## src/rtl/id_hazard_sched.sv

```systemverilog
// Decode-stage hazard scheduler: EX/MEM scoreboard, operand forwarding selects,
// load-use stall, debug halt/step sequencer and a saturating stall counter.
module id_hazard_sched #(
  parameter int unsigned CNT_W = 16
) (
  input  logic             clk,
  input  logic             rst,
  input  logic             id_valid,
  input  logic [4:0]       id_rs,
  input  logic [4:0]       id_rt,
  input  logic             id_use_rs,
  input  logic             id_use_rt,
  input  logic             id_wreg,
  input  logic             id_m2reg,
  input  logic [4:0]       id_dest,
  input  logic             dbg_halt,
  input  logic             dbg_step,
  output logic [1:0]       fwa,
  output logic [1:0]       fwb,
  output logic             wpcir,
  output logic             bubble,
  output logic             halted,
  output logic [CNT_W-1:0] stall_cnt
);

  typedef enum logic [1:0] {S_RUN, S_HALT, S_STEP} state_t;

  state_t     state, state_nx;
  logic       ex_v, ex_wreg, ex_m2reg;
  logic [4:0] ex_dest;
  logic       mem_v, mem_wreg, mem_m2reg;
  logic [4:0] mem_dest;

  logic use_rs, use_rt;
  logic ex_hit_rs, ex_hit_rt, mem_hit_rs, mem_hit_rt;
  logic luh;

  assign use_rs = id_valid & id_use_rs;
  assign use_rt = id_valid & id_use_rt;

  // r0 is hardwired zero, so it never matches a producer
  assign ex_hit_rs  = ex_v  & ex_wreg  & (ex_dest  == id_rs) & (id_rs != 5'd0);
  assign ex_hit_rt  = ex_v  & ex_wreg  & (ex_dest  == id_rt) & (id_rt != 5'd0);
  assign mem_hit_rs = mem_v & mem_wreg & (mem_dest == id_rs) & (id_rs != 5'd0);
  assign mem_hit_rt = mem_v & mem_wreg & (mem_dest == id_rt) & (id_rt != 5'd0);

  assign luh = (use_rs & ex_hit_rs & ex_m2reg) | (use_rt & ex_hit_rt & ex_m2reg);

  always_comb begin
    fwa = 2'b00;
    if (use_rs) begin
      if (ex_hit_rs) begin
        fwa = ex_m2reg ? 2'b00 : 2'b01;
      end else if (mem_hit_rs) begin
        fwa = mem_m2reg ? 2'b11 : 2'b10;
      end
    end
  end

  always_comb begin
    fwb = 2'b00;
    if (use_rt) begin
      if (ex_hit_rt) begin
        fwb = ex_m2reg ? 2'b00 : 2'b01;
      end else if (mem_hit_rt) begin
        fwb = mem_m2reg ? 2'b11 : 2'b10;
      end
    end
  end

  assign wpcir  = (state != S_HALT) & ~luh;
  assign bubble = ~wpcir;
  assign halted = (state == S_HALT);

  always_comb begin
    state_nx = state;
    unique case (state)
      S_RUN:   if (dbg_halt) state_nx = S_HALT;
      S_HALT: begin
        if (dbg_step)       state_nx = S_STEP;
        else if (!dbg_halt) state_nx = S_RUN;
      end
      S_STEP:  if (!luh) state_nx = S_HALT;
      default: state_nx = S_RUN;
    endcase
  end

  always_ff @(posedge clk or posedge rst) begin
    if (rst) begin
      state <= S_RUN;
    end else begin
      state <= state_nx;
    end
  end

  // While halted bubble is high, so EX refills with invalid and the MEM slot follows
  always_ff @(posedge clk or posedge rst) begin
    if (rst) begin
      ex_v      <= 1'b0;
      ex_wreg   <= 1'b0;
      ex_m2reg  <= 1'b0;
      ex_dest   <= '0;
      mem_v     <= 1'b0;
      mem_wreg  <= 1'b0;
      mem_m2reg <= 1'b0;
      mem_dest  <= '0;
    end else begin
      mem_v     <= ex_v;
      mem_wreg  <= ex_wreg;
      mem_m2reg <= ex_m2reg;
      mem_dest  <= ex_dest;
      ex_v      <= id_valid & ~bubble;
      ex_wreg   <= id_wreg;
      ex_m2reg  <= id_m2reg;
      ex_dest   <= id_dest;
    end
  end

  always_ff @(posedge clk or posedge rst) begin
    if (rst) begin
      stall_cnt <= '0;
    end else if (luh && (state != S_HALT) && (stall_cnt != '1)) begin
      stall_cnt <= stall_cnt + CNT_W'(1);
    end
  end

endmodule

```

## config.mk

```make
export PLATFORM = sky130hd
export DESIGN_NAME = id_hazard_sched
export DESIGN_NICKNAME = d
export VERILOG_FILES = /design/src/rtl/id_hazard_sched.sv
export SDC_FILE = /design/constraint.sdc
export NUM_CORES = 1
export LEC_CHECK = 0
export CORE_ASPECT_RATIO = 0.75
export CORE_MARGIN = 2
export CORE_UTILIZATION = 48
export DETAILED_ROUTE_END_ITERATION = 12
export PLACE_DENSITY = 0.78
export SLEW_MARGIN = 40
export SYNTH_ARGS = -nofsm -noshare
export SYNTH_HDL_FRONTEND = slang
export SYNTH_SLANG_ARGS = --single-unit
```

## constraint.sdc

```tcl
create_clock -name clk -period 2.3 [get_ports clk]
set_clock_uncertainty 0.2 [all_clocks]
set_input_delay 0.46 -clock clk [delete_from_list [all_inputs] [get_ports clk]]
set_output_delay 0.46 -clock clk [all_outputs]
set_load 0.005 [all_outputs]
```

# Yosys cells after proc, flatten, opt, wreduce, memory -nomap -nowiden
# Index checks and enable logic that the tools add are counted.
# word_totals
reg_bits	34
output_inout_bits	23
# classes
mux	13
bitwise	21
eq_ne	11
add_sub_neg	1
reduce_logical	6
# ops
op	n
== test 5 bit	4
2-to-1 mux 2 bit	10
AND 1 bit	18
adder 16 x 1 -> 16 bit, second input constant	1
!= test 16 bit, second input constant	1
nonzero test 5 bit	2
case mux 2 bit (3 select lines)	1
!= test 2 bit, second input constant	2
!= test 3 bit, second input constant	1
AND reduction 3 bit	1
== test 2 x 1 -> 1 bit, second input constant	1
== test 2 bit, second input constant	1
logical AND 1 bit	2
logical NOT 2 bit	1
2-to-1 mux 1 bit	2
!= test 2 x 1 -> 1 bit, second input constant	1
inverter 1 bit	2
bitwise OR 1 bit	1

# Depth between registers and ports, before layout
# Gate-level depths: netlist (run 1).
# depth
ltp_word	9
mapped_depth	7

# Worst setup path after synthesis (run 1)
# No wires, ideal clock.
# synth_path
kind	input to output
from	input id_rs[1]
to	output fwa[0]
arrival_ns	1.471
required_ns	1.640
path_stages	5
slack_ns	0.169
path_cell_list	xor2_1 nor2_1 a2111oi_0 nand2_1 o31ai_1
# synth_between
elab_chain_cells	6
# synth_lines
element	line	rtl
start, declared	9	input logic [4:0] id_rs,
== test 5 bit	44	assign mem_hit_rs = mem_v & mem_wreg & (mem_dest == id_rs) & (id_rs != 5'd0);
AND 1 bit (2 in a row)	44	
2-to-1 mux 2 bit	54	end else if (mem_hit_rs) begin
2-to-1 mux 2 bit (*)	52	if (ex_hit_rs) begin
2-to-1 mux 2 bit (*)	51	if (use_rs) begin
end, declared	18	output logic [1:0] fwa,
# Mark *: on every way between the ends. The rest lies on a longest branch, timed or not.

# Worst setup path after layout (run 1)
# layout_path
from	register ex_dest[0]
to	output bubble
# layout_between
elab_chain_cells	9
# layout_lines
element	line	rtl
start, declared	30	logic [4:0] ex_dest;
start signal, assigned	115	ex_dest <= id_dest;
== test 5 bit (on tied branches)	42, 43	
AND 1 bit (on tied branches) (2 in a row)	42, 43	
AND 1 bit (2 in a row)	47	assign luh = (use_rs & ex_hit_rs & ex_m2reg) | (use_rt & ex_hit_rt & ex_m2reg);
bitwise OR 1 bit (*)	47	
inverter 1 bit (*)	71	assign wpcir = (state != S_HALT) & ~luh;
AND 1 bit (*)	71	
inverter 1 bit (*)	72	assign bubble = ~wpcir;
end, declared	21	output logic bubble,
# Marks and branches as above.

==> results.yml, run 1 <==
die:
  initial_core_util_pct: 49.4
  dieHeight_um: 56.8
  core-area_mm2: 0.00361
  ios: 47
  die-area_mm2: 0.00423
  die_x_um: 74.4
  core.rowCount: 19
clocking:
  ctsHoldBuffers: 0
  clock_latency_ps: 290
  clock_sink_count: 34
  htreeDepth: 2
  cts-root-buf: "clkbuf_8"
  path_clk_slew_ps: 70
  cts.path.max_buffers: 2
  cts_tree: "built"
  cts-buffers-inserted: 5
yosys:
  synth_edf_count: 0
  seq_area_frac_synth_pct: 47.7
  synth-main-ff-cell: "dfrtp_1"
  async_flop_share_pct: 100
  muxShareOfSynthArea_pct: 0.842
  synth-xor-area-share_pct: 17.6
  synth_cell_types: 37
  ys_ff_latch: 34
  synth_common_cells: "dfrtp_1, xnor2_1, nand4_1"
  synth_compound_area_share_pct: 4.14
  syn-cell-area_mm2: 0.00178
  syn_inst: 155
  yosysTopAreaCell: "dfrtp_1"
  syn_nets: 180
  synthSimpleGateAreaFrac_pct: 26.2
  synth.area.top_cells: "dfrtp_1, xnor2_1, nand4_1"
  synth_top_area_share_pct: 47.7
  synth_top_family_by_area: "simple AND/OR/NAND/NOR gates"
  ys.warnings.count: 0
  syn_area_per_cell_um2: 11.5
  synthAdderAreaFrac_pct: 0.701
  synth.most_common_cell: "dfrtp_1"
sta:
  finalMaxSlewViolations: 0
  setup_viol: 6
  rsz0062_at_grt: "true"
  hold_violations: 0
  finalCriticalPeriod_ps: 2540
  timing.final.ws_setup_ps: -240
  worstMarginPinSlew_ps: 586
  fin_setup_tns_ps: -1180
  post-route-period-util_pct: 110
  fin_hold_ws_ps: 237
  fmax_mhz: 394
  relSlewSlack_pct: 60.8
critical_path:
  worstSetupStartpoint: "ex_dest[0]"
  r2r-start: "ex_dest[0]"
  arrival_ps: 1880
  worst_setup_path_end_kind: "output pin"
  timing.rr.end: "stall_cnt[1]"
  required_ps: 1640
  critPathKind: "reg -> out"
  rrSetupSlack_ps: 90
  crit_end: "bubble"
  r2r_cells: 7
  worst_setup_path_start_kind: "register"
  worstPathMaxFanout: 2
power_and_ir_drop:
  power_density_mw_per_mm2: 592
  leakage_nw: 1.12
  peakVddDrop_v: 0.000708
  finalPower_mw: 1.56
global_route:
  grt_pass1_wl_um: 7090
  track_usage_pct: 22.5
  antenna_found_initial: 0
  grt_max_degree: 35
  grt_overflow: 0
  grt_pass1_vias: 1536
worst_hold_path:
  hp-class: "reg -> reg"
placement:
  port_buffers: 46
  place_hpwl_um: 3100
  place_ws_ps: -942
  place_area_mm2: 0.00237
  gp_congestion: 0.896
layout:
  design_area_mm2: 0.00263
  antenna_cells: 0
  syn_to_final_growth_pct: 47.6
  drive_above_1_share_pct: 29.1
  num-nets-final: 251
job:
  cap_viol_max_count: 0
routing:
  via_count: 1462
  wl_per_cell_um: 15.6
  viasPerCell: 5.24
  ant_nets: 0
  routed_wl_um: 4360
  drt_iter0_markers: 63
  remaining_drc_errors: 0
  drtPass1Iterations: 4
outcome:
  outcome: "finished, violations left"
  violations: "negative setup slack"
[what timing repair did]
action / CTS / global route
hold endpoints to repair: 0 / 0
endpoints found under the setup margin: 22 / 10
resized for setup: 55 / 9
pin swaps: 13 / 8
buffers inserted: 8 / 2
[worst min path at each step]
stage / slack, ps / cells after the start / to / from
after CTS: 240 / 0 / mem_dest[4] / ex_dest[4]
after global routing: 260 / 0 / mem_dest[4] / ex_dest[4]
final: 240 / 0 / mem_dest[4] / ex_dest[4]
after floorplan: 190 / 0 / mem_wreg / ex_wreg
after detailed placement: 230 / 0 / mem_dest[4] / ex_dest[4]
after global placement: 220 / 0 / mem_dest[4] / ex_dest[4]
[flip-flops by register name, summed over array words and instances (netlist names)]
| name | flops |
|---|---|
| stall_cnt | 16 |
| ex_wreg | 1 |
| mem_wreg | 1 |
| ex_v | 1 |
| mem_v | 1 |
| mem_dest | 5 |
| ex_m2reg | 1 |
| ex_dest | 5 |
| mem_m2reg | 1 |
| state | 2 |
[cell type report]
class	count	area (um2)
clock buffer	6	82.6
clock inverter	2	60.1
fill	276	980
inverter	2	7.51
multi-input combinational	115	948
sequential	34	851
tap	52	65.1
timing repair buffer	68	619
[cell usage in the layout, fill, tap and decap left out, drive strengths merged, types with 3 or more instances in the layout]
| cell | synthesis | layout |
|---|---|---|
| nand3 | 10 | 10 |
| xnor2 | 26 | 26 |
| dfrtp | 34 | 34 |
| and3 | 9 | 9 |
| nand4 | 15 | 15 |
| xor2 | 9 | 9 |
| nor4 | 3 | 3 |
| clkdlybuf4s50 | 0 | 29 |
| nor3 | 4 | 4 |
| clkbuf | 1 | 7 |
| buf | 3 | 27 |
| nand2 | 11 | 11 |
| clkdlybuf4s15 | 0 | 7 |
| dlygate4sd2 | 0 | 4 |
| nor2 | 6 | 6 |
[stage by stage]
step | utilization [%] | std cells
final | 72.9 | 279
after global routing | 72.9 | 279
after CTS | 72.0 | 278
after detailed placement | 65.7 | 263
after global placement | 65.7 | 263
after floorplan | - | 155
[kinds of logic after synthesis]
logic type      count (synthesis)
xor+xnor                       35
fa+ha+maj                       1
flops                          34
simple gates                   68
mux                             1
compound gates                 10
buf+inv                         6
[worst max-delay path, stage by stage (launching register included)]
cell     delay [ps]
dfrtp_1         400
xor2_1          180
nor4_2          350
buf_4           180
a32o_2          150
a21oi_2          70
buf_4           140
inv_2            40
buf_6            80
[power breakdown]
group | leakage (nW) | switching (mW) | internal [mW]
clock network | 0.0714 | 0.219 | 0.462
registers | 0.437 | 0.0216 | 0.621
logic | 0.614 | 0.110 | 0.125
total | 1.12 | 0.351 | 1.21
[metal layers]
layer / GRT usage, % / routed length (um)
met1: 29.1 / 1970
met5: 0 / 0
met2: 37.8 / 2160
met3: 5.03 / 217
met4: 5.61 / 14
(Power assumes the default switching activity.)
==> run 2: changes to the inputs <==
--- a/config.mk
+++ b/config.mk
@@ -5,6 +5,7 @@
 export SDC_FILE = /design/constraint.sdc
 export NUM_CORES = 1
 export LEC_CHECK = 0
+export CAP_MARGIN = 20
 export CORE_ASPECT_RATIO = 0.75
 export CORE_MARGIN = 2
 export CORE_UTILIZATION = 48
@@ -14,3 +15,4 @@
 export SYNTH_ARGS = -nofsm -noshare
 export SYNTH_HDL_FRONTEND = slang
 export SYNTH_SLANG_ARGS = --single-unit
+export TNS_END_PERCENT = 10
==> run 2 against run 1 <==
Effect of this change:
- the flow still finishes with violations (negative setup slack)
- critical path type is now in -> out
- die area stayed put
- worst setup slack better by 12 ps
- routed wire length shrank 0.99%
- sequential share of layout area increased by 0.19 points
- register-to-register slack barely moved
- critical path depth is 1 lower
- clock power hardly changed
- largest power group unchanged
- final area fell by 0.57%
- utilization down 0.42 points
==> results.yml, run 2 (synthesis results as in run 1) <==
outcome:
  outcome: "finished, violations left"
  violations: "negative setup slack"
global_route:
  grt_pass1_wl_um: 7060
  antenna_found_initial: 0
  grt_pass1_vias: 1519
  grt_overflow: 0
  grt_max_degree: 35
  track_usage_pct: 22.4
sta:
  post-route-period-util_pct: 110
  fin_setup_tns_ps: -863
  hold_violations: 0
  rsz0062_at_grt: "true"
  worstMarginPinSlew_ps: 582
  setup_viol: 6
  finalCriticalPeriod_ps: 2530
  finalMaxSlewViolations: 0
  relSlewSlack_pct: 61.1
  fin_hold_ws_ps: 237
  timing.final.ws_setup_ps: -228
  fmax_mhz: 396
job:
  cap_viol_max_count: 0
routing:
  routed_wl_um: 4320
  remaining_drc_errors: 0
  drtPass1Iterations: 4
  wl_per_cell_um: 15.5
  viasPerCell: 5.26
  via_count: 1461
  drt_iter0_markers: 57
  ant_nets: 0
clocking:
  cts-buffers-inserted: 5
  cts_tree: "built"
  clock_sink_count: 34
  ctsHoldBuffers: 0
  cts.path.max_buffers: 2
  path_clk_slew_ps: 70
  htreeDepth: 2
  cts-root-buf: "clkbuf_8"
  clock_latency_ps: 290
power_and_ir_drop:
  finalPower_mw: 1.55
  p_sw_share_pct: 22.5
  leakage_nw: 1.12
  p_seq_share_pct: 41.5
  combPwrFrac_pct: 14.5
  intPower_mw: 1.20
  clockPowerShare_pct: 44.0
  power_density_mw_per_mm2: 591
  switchingPower_mw: 0.348
  peakVddDrop_v: 0.000706
critical_path:
  worst_setup_path_end_kind: "output pin"
  required_ps: 1640
  arrival_ps: 1870
  worstPathMaxFanout: 3
  critPathKind: "in -> out"
  worst_setup_path_start_kind: "primary input"
layout:
  design_area_mm2: 0.00262
  num-nets-final: 250
  drive_above_1_share_pct: 28.3
  fin_util_pct: 72.5
  ff_latch_area_um2: 851
  top_register: "stall_cnt"
  largest_registers: "stall_cnt x16, ex_dest x5, mem_dest x5"
  n_fill_cell: 274
  syn_to_final_growth_pct: 46.8
  antenna_cells: 0
  finalNonFillerCells: 278
  layout_common_cells: "dfrtp_1, clkdlybuf4s50_1, xnor2_1"
  multi_input_area_um2: 946
  layout_commonest_cell: "dfrtp_1"
  largest_register_ffs: 16
die:
  dieHeight_um: 56.8
  ios: 47
  initial_core_util_pct: 49.4
  die-area_mm2: 0.00423
  core.rowCount: 19
  die_x_um: 74.4
  core-area_mm2: 0.00361
placement:
  dp_cells: 263
  place_area_mm2: 0.00237
  place_ws_ps: -942
  place_hpwl_um: 3100
  port_buffers: 46
  gp_congestion: 0.896
worst_hold_path:
  hp-class: "reg -> reg"
run 2: critical path: stages:
cell	delay, ps
dlygate4sd2_1	270
xor2_1	180
nor4_2	310
nand4_1	190
nor4b_4	170
a21o_1	150
buf_2	120
run 2: what timing repair did:
action,4_1_cts,5_1_grt
endpoints found under the setup margin,22,12
setup buffers,7,0
cloned,0,0
pin swaps,13,4
resized for setup,54,7
hold endpoints to repair,0,0
run 2: final cells by class:
cell class / count / area share [%]
sequential: 34 / 32.5
clock buffer: 6 / 3.15
clock inverter: 2 / 2.29
multi-input combinational: 115 / 36.1
timing repair buffer: 67 / 23.2
inverter: 2 / 0.287
tap: 52 / 2.48
run 2: layer usage:
metal | GRT usage (%) | part of all wire, % | wire length (um)
met4 | 5.36 | 0.69 | 30
met2 | 37.9 | 50 | 2150
met3 | 4.85 | 5.0 | 218
met1 | 29.0 | 44 | 1920
met5 | 0 | 0 | 0
run 2: path summary, 6_finish.rpt:
check,start,endpoint,slack (ps),cells past startpoint
worst max-delay path,id_rt[3],fwb[0],-230,7
worst max register to register,ex_dest[0],stall_cnt[1],100,8
worst min register to register,ex_dest[4],mem_dest[4],240,0
min in group asynchronous,rst,ex_dest[3],360,3
max in group asynchronous,rst,stall_cnt[6],1230,3
worst min-delay path,ex_dest[4],mem_dest[4],240,0
run 2: power by group through the flow:
stage	logic [mW]	registers [mW]	clock network [mW]
floorplan	0.0931	0.650	0
global placement	0.199	0.652	0
detailed placement	0.203	0.653	0
CTS	0.224	0.642	0.695
global route	0.242	0.645	0.724
finish	0.225	0.643	0.681
